==> src/rtl/sram_arb_pkg.sv <==
// Shared types and sizes for the sram128x64 two-requester arbiter.
// Widths here match the default parameters of sram128x64_arb.
package sram_arb_pkg;

  localparam int ADDR_W = 7;
  localparam int DATA_W = 64;
  localparam int BYTE_W = DATA_W / 8;

  typedef enum logic {ARB_INIT, ARB_RUN} arb_state_e;

  // One requester's access, as presented to the SRAM pin mux.
  typedef struct packed {
    logic              we;
    logic [ADDR_W-1:0] addr;
    logic [BYTE_W-1:0] byte_en;
    logic [DATA_W-1:0] wdata;
  } sram_req_t;

endpackage

==> src/rtl/sram_arb_rr.sv <==
// Two-way round-robin picker. The pointer names the favoured requester and,
// after each granted access, moves to the requester that was not granted.
module sram_arb_rr (
  input  logic       clk,
  input  logic       srstn,
  input  logic [1:0] req,
  input  logic       adv,
  output logic [1:0] grant
);

  logic ptr; // 0 favours requester 0, 1 favours requester 1

  always_comb begin
    grant = 2'b00;
    case (req)
      2'b01:   grant = 2'b01;
      2'b10:   grant = 2'b10;
      2'b11:   grant = ptr ? 2'b10 : 2'b01;
      default: grant = 2'b00;
    endcase
  end

  always_ff @(posedge clk) begin
    if (!srstn) begin
      ptr <= 1'b0;
    end else if (adv) begin
      ptr <= grant[0];
    end
  end

endmodule

==> src/rtl/sram128x64_arb.sv <==
// Round-robin arbiter sharing one single-port 128x64 SRAM between m0 and m1.
// Define SRAM_ARB_INIT_EN to add a post-reset sweep writing INIT_VAL everywhere.
module sram128x64_arb
  import sram_arb_pkg::arb_state_e;
  import sram_arb_pkg::sram_req_t;
  import sram_arb_pkg::ARB_INIT;
  import sram_arb_pkg::ARB_RUN;
#(
  parameter int                ADDR_W   = sram_arb_pkg::ADDR_W,
  parameter int                DATA_W   = sram_arb_pkg::DATA_W,
  parameter logic [DATA_W-1:0] INIT_VAL = '0
) (
  input  logic              clk,
  input  logic              srstn,
  input  logic              m0_req,
  input  logic              m0_we,
  input  logic [ADDR_W-1:0] m0_addr,
  input  logic [7:0]        m0_byte,
  input  logic [DATA_W-1:0] m0_wdata,
  output logic              m0_gnt,
  output logic              m0_rvalid,
  output logic [DATA_W-1:0] m0_rdata,
  input  logic              m1_req,
  input  logic              m1_we,
  input  logic [ADDR_W-1:0] m1_addr,
  input  logic [7:0]        m1_byte,
  input  logic [DATA_W-1:0] m1_wdata,
  output logic              m1_gnt,
  output logic              m1_rvalid,
  output logic [DATA_W-1:0] m1_rdata,
  output logic              sram_cs,
  output logic              sram_we,
  output logic [ADDR_W-1:0] sram_a,
  output logic [7:0]        sram_byte,
  output logic [DATA_W-1:0] sram_di,
  input  logic [DATA_W-1:0] sram_do,
  output logic              init_busy,
  output arb_state_e        state_dbg
);

  // Handshake: m*_req is held with stable payload until m*_gnt is seen high
  // at a clock edge; that edge is the access. A read returns m*_rvalid for
  // exactly the following cycle with m*_rdata valid; writes have no response.

  arb_state_e state_q;
  logic [1:0] req;
  logic [1:0] rr_grant;
  logic [1:0] gnt;
  logic       run;
  sram_req_t  m0_r;
  sram_req_t  m1_r;
  sram_req_t  win_r;

  assign req = {m1_req, m0_req};
  assign run = (state_q == ARB_RUN);
  assign gnt = rr_grant & req & {2{run}};

  assign m0_gnt = gnt[0];
  assign m1_gnt = gnt[1];

  sram_arb_rr u_rr (
    .clk   (clk),
    .srstn (srstn),
    .req   (req),
    .adv   (|gnt),
    .grant (rr_grant)
  );

  assign m0_r = '{we: m0_we, addr: m0_addr, byte_en: m0_byte, wdata: m0_wdata};
  assign m1_r = '{we: m1_we, addr: m1_addr, byte_en: m1_byte, wdata: m1_wdata};

  // Idle cycles keep we/byte low; the data bus simply parks on INIT_VAL.
  always_comb begin
    win_r = '{we: 1'b0, addr: '0, byte_en: '0, wdata: INIT_VAL};
    if (gnt[0]) begin
      win_r = m0_r;
    end else if (gnt[1]) begin
      win_r = m1_r;
    end
  end

`ifdef SRAM_ARB_INIT_EN
  localparam logic [ADDR_W-1:0] LAST_ADDR = '1;

  arb_state_e        state_d;
  logic [ADDR_W-1:0] init_addr;

  always_ff @(posedge clk) begin
    if (!srstn) begin
      state_q <= ARB_INIT;
    end else begin
      state_q <= state_d;
    end
  end

  always_comb begin
    state_d = state_q;
    if (state_q == ARB_INIT && init_addr == LAST_ADDR) begin
      state_d = ARB_RUN;
    end
  end

  // Counter stops on the last address; the sweep runs once per reset.
  always_ff @(posedge clk) begin
    if (!srstn) begin
      init_addr <= '0;
    end else if (state_q == ARB_INIT && init_addr != LAST_ADDR) begin
      init_addr <= init_addr + 1'b1;
    end
  end

  always_comb begin
    sram_cs   = |gnt;
    sram_we   = win_r.we;
    sram_a    = win_r.addr;
    sram_byte = win_r.byte_en;
    sram_di   = win_r.wdata;
    if (state_q == ARB_INIT) begin
      sram_cs   = 1'b1;
      sram_we   = 1'b1;
      sram_a    = init_addr;
      sram_byte = 8'hFF;
      sram_di   = INIT_VAL;
    end
  end
`else
  assign state_q = ARB_RUN;

  always_comb begin
    sram_cs   = |gnt;
    sram_we   = win_r.we;
    sram_a    = win_r.addr;
    sram_byte = win_r.byte_en;
    sram_di   = win_r.wdata;
  end
`endif

  assign init_busy = (state_q == ARB_INIT);
  assign state_dbg = state_q;

  // The macro registers DO, so data lines up with the cycle after the grant.
  always_ff @(posedge clk) begin
    if (!srstn) begin
      m0_rvalid <= 1'b0;
      m1_rvalid <= 1'b0;
    end else begin
      m0_rvalid <= gnt[0] & ~m0_we;
      m1_rvalid <= gnt[1] & ~m1_we;
    end
  end

  assign m0_rdata = sram_do;
  assign m1_rdata = sram_do;

endmodule

==> config.mk <==
export PLATFORM = sky130hd
export DESIGN_NAME = sram128x64_arb
export DESIGN_NICKNAME = d
export VERILOG_FILES = /design/src/rtl/sram_arb_pkg.sv /design/src/rtl/sram_arb_rr.sv /design/src/rtl/sram128x64_arb.sv
export SDC_FILE = /design/constraint.sdc
export NUM_CORES = 1
export LEC_CHECK = 0
export ABC_AREA = 1
export ABC_CLOCK_PERIOD_IN_PS = 2700
export BUFFER_PORTS_ARGS = -buffer_cell sky130_fd_sc_hd__buf_4
export CAP_MARGIN = 20
export CORE_AREA = 2 2 173 175
export DETAILED_ROUTE_END_ITERATION = 6
export DIE_AREA = 0 0 175 177
export PLACE_DENSITY = 0.44
export SLEW_MARGIN = 30
export SYNTH_ARGS = -nofsm -noshare
export SYNTH_HDL_FRONTEND = slang
export SYNTH_HIERARCHICAL = 1
export SYNTH_SLANG_ARGS = --single-unit
==> constraint.sdc <==
create_clock -name clk -period 2.7 [get_ports clk]
set_clock_uncertainty 0.15 [all_clocks]
set_input_delay 0.54 -clock clk [delete_from_list [all_inputs] [get_ports clk]]
set_output_delay 0.54 -clock clk [all_outputs]
set_load 0.01 [all_outputs]
* After elaboration in Yosys (flattened, before gate mapping)
Index checks and enable logic that the tools add are counted.
** Storage, ports and cells
- Input bits :: 228
- Bits in writable memories :: 0
- Bits in registers :: 3
- Memories :: 0
- Bits in latches :: 0
- Memory bits (read-only) :: 0
- Output and inout bits :: 215
** Cells by class
- Add/subtract/negate cells :: 0
- Shift operators :: 0
- Reduce and logical (&&, ||, !) cells :: 1
- Equal/unequal tests :: 3
- Multiply operators :: 0
- Muxes and demuxes :: 4
- Divide/modulo/power cells :: 0
- $lt $le $gt $ge :: 0
- Bitwise gates (word level) :: 5
** Operator list (number)
- $mux 80 :: 2
- $pmux 2 s3 :: 1
- $eq 2x2->1 const B :: 2
- $and 1x1->1 :: 2
- $and 2x2->2 :: 1
- $eq 2x1->1 const B :: 1
- $mux 2 :: 1
- $not 1->1 :: 2
- $reduce_or 2->1 :: 1

* Longest topological paths before layout
- Depth in word-level cells :: 5
- Gate-level depth with buffers :: 11
- Depth with buffers taken out :: 9

* Cells and area by module
The synthesis kept the hierarchy.
** Modules (own cells, without submodules)
- sram128x64_arb :: cells each 568, instances 1, area an instance 2751.4 sq um
- sram_arb_rr :: cells each 12, instances 1, area an instance 65.1 sq um

* Worst setup path before layout
No wires, ideal clock.
- Path type :: input to output
- From :: in m1_req
- To :: out sram_byte[0]
- Path slack :: 750 ps
- Stages on the path :: 7
- Arrival time :: 1260 ps
- Cell sequence :: a21boi_0 nand2_1 buf_6 buf_6 nor2_1 nand2_1 nand2_1
** On the way
- Cells in the longest elaborated chain, start to end :: 5
** Ends and longest elaborated chain
- from (decl) :: line sram128x64_arb.sv:23 : input logic m1_req,
- $eq 2x2->1 / $eq 2x1->1 (equally long branches) :: line sram_arb_rr.sv:15 : case (req)
- $pmux 2 s3 :: line sram_arb_rr.sv:15
- $and 2x2->2 * :: line sram128x64_arb.sv:56 : assign gnt = rr_grant & req & {2{run}};
- $mux 80 :: line sram128x64_arb.sv:77 : end else if (gnt[1]) begin
- $mux 80 * :: line sram128x64_arb.sv:75 : if (gnt[0]) begin
- to (decl) :: line sram128x64_arb.sv:34 : output logic [7:0] sram_byte,
Mark *: on every way between the ends. The rest lies on a longest branch, timed or not.

* Final worst setup path
- From :: in m1_req
- To :: out sram_di[5]
** RTL lines
- $eq 2x2->1 / $eq 2x1->1 (equally long branches) :: line sram_arb_rr.sv:15
- $pmux 2 s3 * :: line sram_arb_rr.sv:15
- net rr_grant[0] :: line sram128x64_arb.sv:47 : logic [1:0] rr_grant;
- $and 2x2->2 * :: line sram128x64_arb.sv:56
- $mux 80 * :: line sram128x64_arb.sv:75
- to (decl) :: line sram128x64_arb.sv:35 : output logic [DATA_W-1:0] sram_di,
The timed path passes the listed nets; every way through them passes the cells marked *.

==> impl_metrics.py <==
metrics = {
    "run_status": {
        "status": "completed",
    },
    "routing": {
        "detail_route.iter0.violations": 103,
        "drt-met1-wl_microns": 4040,
        "wl_per_cell_microns": 10.9,
        "wirelength_microns": 11700,
        "vias_per_cell": 3.11,
        "dr.pass1.iters": 4,
        "drc": 0,
        "wl_met3_microns": 1260,
        "ant_nets": 0,
        "dr_wl_met2_microns": 5680,
        "vias": 3339,
        "highest_layer": "met4",
    },
    "setup_path": {
        "crit_arrival_ns": 1.80,
        "endpoint_kind": "primary output",
        "worst_setup_path_start_kind": "primary input",
        "max_stage_delay_ns": 0.40,
        "path_class": "in -> out",
        "crit_chain": "buf_4 > nand2_1 > nand2_1 > inv_1 > nand2_4 > clkinv_2 > buf_4 > nand2_1 > nand2_1 > buf_4",
        "cp_max_fo": 42,
        "crit_required_ns": 2.01,
        "cp_common_cell": "nand2_1",
        "slowest_stage": "buf_4",
    },
    "placed_design": {
        "place_congestion": 0.713,
        "portBuffers": 248,
        "dp_hpwl_microns": 9550,
        "post-place-ws_ns": 0.208,
    },
    "sta": {
        "setup_violations": 0,
        "min_period_ns": 2.49,
        "drv_slew": 0,
        "hold_viol_final": 0,
        "timing.fmax_mhz": 402,
        "finalSetupTns_ns": 0,
        "fin_ws_ns": 0.211,
        "grt_setup_unrepaired": "false",
        "whs_ns": 0.362,
        "period_share": 0.922,
    },
    "power_and_ir_drop": {
        "switchingPower_uw": 306,
        "ir_worst_vdd_v": 0.0000692,
        "leakagePower_uw": 0.00271,
        "p_sw_frac": 0.354,
        "pwr-share-comb": 0.668,
        "clkPwrFrac": 0.276,
        "internal_power_uw": 559,
        "powerDensity_nw_per_um2": 205,
        "seqPwrFrac": 0.056,
    },
    "global_routing": {
        "grt_pass1_vias": 3084,
        "grt_pass1_wl_microns": 17000,
        "grt_antenna_before_repair": 0,
        "grt_max_degree": 84,
        "grt.total_usage": 0.0698,
        "grt_overflow": 0,
    },
    "finish": {
        "syn_to_final_growth_pct": 49.4,
        "drive_gt1_frac": 0.384,
        "n_antenna_cell": 0,
        "layout.nets": 914,
    },
    "clocking": {
        "cts_resized": 0,
        "cts_setup_buffers": 0,
        "cts.sinks": 3,
        "cts_tree": "yes",
        "numCtsBuffers": 3,
        "clk_pin_slew_worst_paths_ns": 0.03,
        "cts_htree_levels": 1,
        "clock_path_buffers": 2,
        "clockRootBuffer": "clkbuf_16",
        "hold_buffers": 0,
        "clkLatencyLatePin_ns": 0.22,
    },
    "logic_synthesis": {
        "ys_seq_elements": 3,
        "syn_avg_cell_area_sq_um": 4.86,
        "synth_cell_type_count": 11,
        "syn-num-nets": 808,
        "yosysWarnings": 6,
        "netlist_area_sq_um": 2820,
        "ys_seq_area_frac": 0.0213,
        "synth_cells": 580,
    },
    "floorplan": {
        "dieArea_sq_um": 31000,
        "initial_utilization": 0.0963,
        "core_sq_um": 29200,
        "num_rows": 63,
        "num_io_pins": 443,
        "die_h_microns": 177,
        "die_w_microns": 175,
    },
    "min_path": {
        "hp-class": "in -> reg",
    },
    "run": {
        "cap_violations": 0,
    },
}
==> worst max-delay path: cells and delay by family <==
family	cells	cell delay [ns]
buffers and inverters	5	0.80
AND/OR/NAND/NOR	5	0.46
==> state kept, by name, indices dropped and copies added (netlist names) <==
signal     flops
m0_rvalid      1
u_rr/ptr       1
m1_rvalid      1
==> layer usage <==
layer,up-vias,global-route usage
li1,1705,-
met1,1355,0.0711
met2,198,0.122
met3,81,0.0230
met4,0,0.0479
met5,-,0
==> cells in the final DEF (no fill, tap or decap) <==
cell / count
clkinv_2: 1
nand2_1: 245
buf_4: 253
inv_1: 86
nand2_4: 2
conb_1: 2
nor2_1: 82
a21boi_0: 1
dfxtp_1: 3
clkbuf_16: 3
nor3_1: 2
buf_12: 4
clkbuf_1: 1
==> power groups by stage <==
stage	Clock [uW]	Sequential [uW]	Combinational, uW
2_1_floorplan	0	48.7	425
3_3_place_gp	0	49.5	589
3_5_place_dp	0	49.6	589
4_1_cts	246	49.0	592
5_1_grt	248	49.1	644
6_report	239	48.5	577
==> final cells by class <==
cell class | instances | area (sq um)
tap | 390 | 488
sequential | 3 | 60.1
inverter | 87 | 328
timing repair buffer | 257 | 1980
multi-input combinational | 334 | 1270
fill | 3485 | 25000
clock buffer | 4 | 78.8
==> synthesized netlist by cell type (all sizes together) <==
library cell,instances,area [sq um]
a21boi,1,7.51
buf,156,1170
conb,2,7.51
dfxtp,3,60.1
inv,87,327
nand2,247,927
nor2,82,308
nor3,2,10.0
==> logic make-up after synthesis <==
family | count (synthesis) | synth area share
compound gates | 1 | 0.00267
buf+inv | 243 | 0.531
other cells | 2 | 0.00267
simple gates | 331 | 0.442
flops | 3 | 0.0213
==> path summary, 6_finish.rpt <==
kind / startpoint / end / slack [ns] / depth (start not counted)
worst max-delay path: m1_req / sram_di[5] / 0.21 / 10
worst min register to register: u_rr/ptr$_SDFFE_PN0P_ / u_rr/ptr$_SDFFE_PN0P_ / 0.45 / 4
worst max register to register: u_rr/ptr$_SDFFE_PN0P_ / u_rr/ptr$_SDFFE_PN0P_ / 0.93 / 12
worst min-delay path: m1_we / m1_rvalid$_SDFF_PN0_ / 0.36 / 2
==> metrics by stage <==
stage	utilization	std cells	power (uW)	cell area (sq um)
after floorplan	-	580	474	2820
after global placement	0.141	1071	639	4130
after detailed placement	0.141	1071	639	4130
after CTS	0.144	1075	887	4210
after global routing	0.144	1075	941	4210
final	0.144	1075	864	4210
(Power assumes the default switching activity.)
